File: src/rtl/header_block_packer.sv
// Collects a block header as a stream of words, then emits one SHA-256 padded
// message block and holds it until the consumer acknowledges it.
module header_block_packer #(
    parameter int unsigned WORD_W    = 32,
    parameter int unsigned HDR_WORDS = 20,
    parameter int unsigned BLOCK_W   = 1024
) (
    input  logic               clk,
    input  logic               rst,
    input  logic [WORD_W-1:0]  in_word,
    input  logic               in_valid,
    input  logic               in_last,
    output logic               in_ready,
    output logic [BLOCK_W-1:0] block_out,
    output logic               block_valid,
    input  logic               block_ack,
    output logic [4:0]         word_count,
    output logic               err
);

    localparam int unsigned CNT_W  = 5;
    localparam int unsigned HDR_W  = WORD_W * HDR_WORDS;
    localparam int unsigned TAIL_W = BLOCK_W - HDR_W;

    localparam logic [CNT_W-1:0] LAST_IDX = CNT_W'(HDR_WORDS - 1);
    localparam logic [CNT_W-1:0] FULL_CNT = CNT_W'(HDR_WORDS);

    // Padding tail: the single '1' marker, zero fill, and the 64-bit bit-length.
    localparam logic [TAIL_W-1:0] TAIL = (TAIL_W'(1) << (TAIL_W - 1)) | TAIL_W'(HDR_W);

    typedef enum logic {
        COLLECT,
        FULL
    } state_t;

    state_t             state_q, state_d;
    logic [CNT_W-1:0]   cnt_q, cnt_d;
    logic [HDR_W-1:0]   hdr_q, hdr_d;
    logic [HDR_W-1:0]   hdr_ins;
    logic [BLOCK_W-1:0] blk_q, blk_d;
    logic               valid_q, valid_d;
    logic               err_q, err_d;
    logic               ready_q, ready_d;
    logic               accept;

    // State and output registers
    always_ff @(posedge clk or posedge rst) begin
        if (rst) begin
            state_q <= COLLECT;
            cnt_q   <= '0;
            hdr_q   <= '0;
            blk_q   <= '0;
            valid_q <= 1'b0;
            err_q   <= 1'b0;
            ready_q <= 1'b0;
        end else begin
            state_q <= state_d;
            cnt_q   <= cnt_d;
            hdr_q   <= hdr_d;
            blk_q   <= blk_d;
            valid_q <= valid_d;
            err_q   <= err_d;
            ready_q <= ready_d;
        end
    end

    // Next-state and next-output logic
    always_comb begin
        state_d = state_q;
        cnt_d   = cnt_q;
        hdr_d   = hdr_q;
        blk_d   = blk_q;
        valid_d = valid_q;
        err_d   = 1'b0;
        hdr_ins = hdr_q;
        accept  = in_valid && ready_q;

        // Header with the incoming word dropped into its slot, first word at the MSBs
        for (int unsigned i = 0; i < HDR_WORDS; i++) begin
            if (cnt_q == CNT_W'(i)) begin
                hdr_ins[HDR_W-1-WORD_W*i -: WORD_W] = in_word;
            end
        end

        case (state_q)
            COLLECT: begin
                if (accept) begin
                    if (cnt_q == LAST_IDX) begin
                        hdr_d   = hdr_ins;
                        blk_d   = {hdr_ins, TAIL};
                        valid_d = 1'b1;
                        cnt_d   = FULL_CNT;
                        err_d   = !in_last;
                        state_d = FULL;
                    end else if (in_last) begin
                        // Truncated header: drop it and resynchronise on the next word
                        hdr_d = '0;
                        cnt_d = '0;
                        err_d = 1'b1;
                    end else begin
                        hdr_d = hdr_ins;
                        cnt_d = cnt_q + CNT_W'(1);
                    end
                end
            end
            FULL: begin
                if (block_ack) begin
                    valid_d = 1'b0;
                    hdr_d   = '0;
                    cnt_d   = '0;
                    state_d = COLLECT;
                end
            end
        endcase

        ready_d = (state_d == COLLECT);
    end

    assign in_ready    = ready_q;
    assign block_out   = blk_q;
    assign block_valid = valid_q;
    assign word_count  = cnt_q;
    assign err         = err_q;

endmodule

File: config.mk
export PLATFORM = sky130hd
export DESIGN_NAME = header_block_packer
export DESIGN_NICKNAME = d
export VERILOG_FILES = /design/src/rtl/header_block_packer.sv
export SDC_FILE = /design/constraint.sdc
export NUM_CORES = 2
export LEC_CHECK = 0
export ABC_AREA = 0
export ABC_CLOCK_PERIOD_IN_PS = 151400
export CORE_AREA = 8 8 407 409
export DETAILED_ROUTE_END_ITERATION = 8
export DIE_AREA = 0 0 415 417
export PLACE_DENSITY_LB_ADDON = 0.25
export RECOVER_POWER = 50
export SYNTH_ARGS = -nofsm -noshare
export SYNTH_HDL_FRONTEND = slang
export SYNTH_SLANG_ARGS = --single-unit
File: constraint.sdc
create_clock -name clk -period 151.4 [get_ports clk]
set_clock_uncertainty 0.15 [all_clocks]
set_input_delay 45.42 -clock clk [delete_from_list [all_inputs] [get_ports clk]]
set_output_delay 45.42 -clock clk [all_outputs]
set_load 0.01 [all_outputs]
======== Word-level counts from Yosys, hierarchy flattened ========
Cells that the tools add are included.
word-level totals
  bits in registers ....................... 1292
  bits of input ports ..................... 37
  output and inout port bits .............. 1032
  logic and storage cells ................. 80
cells by class
  add/subtract/negate cells ............... 1
  equality and inequality tests ........... 22
  mux-type cells .......................... 42
  bitwise gates (word level) .............. 2
  reductions and logical operators ........ 6
operator list
  operator                                                               count
  640-bit 2-to-1 mux                                                     4
  640-bit one-hot mux with 2 select lines                                1
  32-bit 2-to-1 mux                                                      20
  5-bit by 4-bit equality test with 1-bit output, second input constant  8
  5-bit by 3-bit equality test with 1-bit output, second input constant  4
  5-bit equality test, second input constant                             4
  5-bit 2-to-1 mux                                                       4
  5-bit by 2-bit equality test with 1-bit output, second input constant  2
  1-bit 2-to-1 mux                                                       10
  5-bit one-hot mux with 2 select lines                                  1
  2-bit != test, second input constant                                   3
  3-bit AND reduction                                                    2
  5-bit by 1-bit adder with 5-bit output, second input constant          1
  5-bit by 1-bit equality test with 1-bit output, second input constant  1
  5-bit zero test                                                        1
  1-bit one-hot mux with 2 select lines                                  2
  1-bit inverter                                                         2
  2-bit AND reduction                                                    1
  1-bit logical AND                                                      1
  1-bit zero test                                                        1

======== Logic depth before layout (Yosys ltp) ========
  depth in word-level cells ............... 6
  depth in mapped cells ................... 10
  mapped depth without buffers ............ 7

======== Worst setup path after synthesis ========
OpenSTA, ideal clock, no wires.
  path kind ............................... in2reg
  start ................................... input in_valid
  end ..................................... register blk_q[1000], in the netlist block_out[1000]
  library setup time ...................... 0.083 ns
  data arrival time ....................... 46.670 ns
  setup slack ............................. 104.498 ns
  stages on the path ...................... 9
  path buffers ............................ 5
  path through ............................ and3b_1 buf_2 nand2_2 buf_2 buf_2 buf_2 buf_2 nand2_1 o21ai_0
between the ends
  word-level cells in the longest chain between the ends .. 2
ends and longest elaborated chain
  what                                  line  RTL
  from (decl)                           11    input logic in_valid,
  1-bit logical AND                     76    accept = in_valid && ready_q;
  3-bit AND reduction (no source line)  --
  to (signal assigned)                  60    blk_q <= blk_d;
  to (decl)                             40    logic [BLOCK_W-1:0] blk_q, blk_d;
No other way between the ends.
A chain may end at the register's enable or synchronous reset.

==> impl_metrics.csv <==
group,metric,value,unit
drt,finalWirelength,188,mm
synth,synth_top_family_by_area,"compound AO/OA/AOI/OAI gates",
cts,numCtsBuffers,144,
place,dpl.cell_count,7148,
synth,syn_inst,4752,
timing,maxSlewHeadroom,-352,%
place,dp_hpwl,121,mm
finish,fin_cells,7419,
synth,synthArstFlopShare,100,%
synth,ys_seq_area_share,58.1,%
synth,synth_top_area_share,58.1,%
timing,final.setup.tns,0,ns
drt,drc_errors,0,
die,fp.dieH,417,µm
cts,clk_path_buf_depth,3,
worst_setup_path,startpoint_type,"input pin",
cts,path_clk_slew,0.06,ns
cts,cts_max_level,4,
synth,ys.flop_type,"dfrtp_1",
worst_setup_path,path_class,"input pin to async pin",
drt,wl_per_cell,25.3,µm
finish,area_growth,21.9,%
synth,netlist_area,0.0542,mm²
place,io_buffer_count,687,
cts,clk_latency,0.77,ns
timing,fmax,17.8,MHz
drt,drtIter0Drc,2766,
synth,synth_compound_area_share,15.8,%
cts,tritoncts,"yes",
finish,fin_util,41.5,%
finish,ff_latch_area,0.0315,mm²
synth,synth_cell_types,35,
global_routing,grt_pass1_vias,38400,
timing,report.final.slew_viol_count,1152,
timing,rsz0062_at_grt,"no",
cts,cts_root_buf,"clkbuf_16",
synth,synth_warnings,0,
job,maxCapViolCount,22,
drt,dr.pass1.iters,5,
synth,avgSynthCellArea,11.4,µm²
cts,cts_setup_buffers,0,
place,gp_congestion,0.778,
global_routing,grt_max_degree,301,
status,violations,"capacitance limit, slew limit",
worst_setup_path,required,151.29,ns
die,ios,1069,
finish,drive_above_1_share,7.56,%
worst_setup_path,crit_fanout,125,
global_routing,grt_pass1_wl,276,mm
timing,hold_viol,0,
die,die_x,415,µm
synth,synth_edf_count,0,
finish,final_nets,5250,
die,die_area,0.173,mm²
finish,fill_cells,15300,
synth,synthAdderAreaFrac,0.115,%
timing,tightest_slew,6.79,ns
timing,finalSetupViolations,0,
synth,ys_ff_latch,1258,
drt,vias,37400,
drt,via_per_inst,5.04,
die,coreArea,0.159,mm²
drt,antenna_left,0,
status,status,"finished with violations",
cts,clock_sinks,1258,
worst_setup_path,worstSetupEndpointType,"async pin",
synth,muxShareOfSynthArea,11.2,%
die,rows,147,
synth,yosys.area.top_type,"dfrtp_1",
timing,min_period,56.03,ns
cts,cts-resized-gates,0,
global_routing,grt_overflow,0,
power_and_ir_drop,ir_worst_vdd,0.00000889,V
die,start_util,34.0,%
finish,multiInputGateArea,0.0195,mm²
synth,synth_xor_xnor_area_share,0.0162,%
worst_setup_path,arrival,55.92,ns
synth,yosys.area_share.simple,5.70,%
timing,holdWs,0.317,ns
min_path,hold_class,"register to register",
power_and_ir_drop,power_density,11.4,mW/mm²
timing,period_share,37.0,%
global_routing,grtUsageTotal,21.0,%
power_and_ir_drop,leakage,30.9,nW
cts,cts_hold_buf,0,
synth,netlist_top_cells_area,"dfrtp_1 58%, mux2i_1 11%, a22o_1 9.8%, o21ai_0 5.7%, buf_4 5.3%",
global_routing,antenna_found_initial,4,
-- layer usage --
metal  global-route usage (%)  share of wire, %  vias up
met3                     3.86               4.8      325
met5                        0                 0        -
met4                     9.91               5.2        0
met1                     25.8                40    19200
li1                         -                 -    16800
met2                     35.8                50     1126
-- flip-flops by register name, summed over array words and instances (netlist names) --
| signal | count |
|---|---|
| err | 1 |
| word_count | 5 |
| block_out | 641 |
| block_valid | 1 |
| hdr_q | 608 |
| state_q | 1 |
| in_ready | 1 |
-- Yosys cell counts (2+ instances only) --
cell type	number
o21ai_1	17
nand2_1	713
nand3_1	4
and3_1	5
nor3_4	2
buf_2	216
nor2_1	5
a21oi_1	2
nor3_1	4
nand2b_1	8
a22o_1	608
buf_4	386
ha_1	5
buf_1	11
nor3_2	10
mux2i_1	608
clkbuf_1	237
dfrtp_1	1258
o21ai_0	615
nor2b_1	4
inv_1	10
nor2_2	11
-- cell families after synthesis --
logic type      after synthesis
flops                      1258
compound gates             1247
buf+inv                     860
simple gates                772
mux                         608
fa+ha+maj                     5
other cells                   1
xor+xnor                      1
-- critical path, stage by stage --
cell           delay (ns)
dlygate4sd3_1        0.55
clkinvlp_2           2.27
clkbuf_1             4.79
clkbuf_1             2.75
-- power by group --
group	total [mW]	leakage (nW)	internal (mW)	switching (mW)
Combinational	0.0437	10.9	0.00923	0.0345
Clock	0.369	2.52	0.220	0.149
Sequential	0.341	17.5	0.339	0.00182
Total	0.754	30.9	0.569	0.186
-- per-stage QoR --
stage	cell area (µm²)	power (mW)	setup WS, ns
5_1_grt	66100	0.780	93.02
3_5_place_dp	61200	0.392	100.49
6_report	66100	0.754	95.37
3_3_place_gp	61200	0.392	100.58
4_1_cts	66300	0.764	101.31
2_1_floorplan	55600	0.383	70.38
-- cells in the final DEF (no fill, tap or decap), types with 9 or more instances in the layout --
master | Yosys | routed
dfrtp_1 | 1258 | 1258
nand2_1 | 713 | 714
dlygate4sd3_1 | 0 | 648
o21ai_0 | 615 | 626
mux2i_1 | 608 | 608
a22o_1 | 608 | 608
conb_1 | 1 | 381
clkbuf_16 | 0 | 145
buf_4 | 386 | 70
clkbuf_1 | 237 | 37
clkbuf_8 | 0 | 36
buf_2 | 216 | 32
clkinv_2 | 0 | 30
bufinv_16 | 0 | 14
nor2_4 | 0 | 12
nor3_4 | 2 | 11
inv_1 | 10 | 9
-- layout make-up --
type | count | share of cell area (%)
sequential | 1258 | 47.6
timing repair buffer | 780 | 11.2
inverter | 10 | 0.0587
clock buffer | 201 | 6.35
clock inverter | 66 | 1.34
antenna | 4 | 0.0151
multi-input combinational | 3014 | 29.4
tap | 2086 | 3.95
-- path summary, 6_finish.rpt --
path | to | start | slack [ns] | cells after the start
min in group asynchronous | hdr_q[117] | rst | 46.24 | 2
min reg2reg | block_out[395] | block_out[395] | 0.32 | 2
min | block_out[395] | block_out[395] | 0.32 | 2
max in group clk | block_out[659] | in_valid | 98.58 | 8
max reg2reg | block_out[659] | word_count[2] | 142.88 | 7
max | block_out[656] | rst | 95.37 | 4
Note: power is estimated with default switching activity, not from simulation.
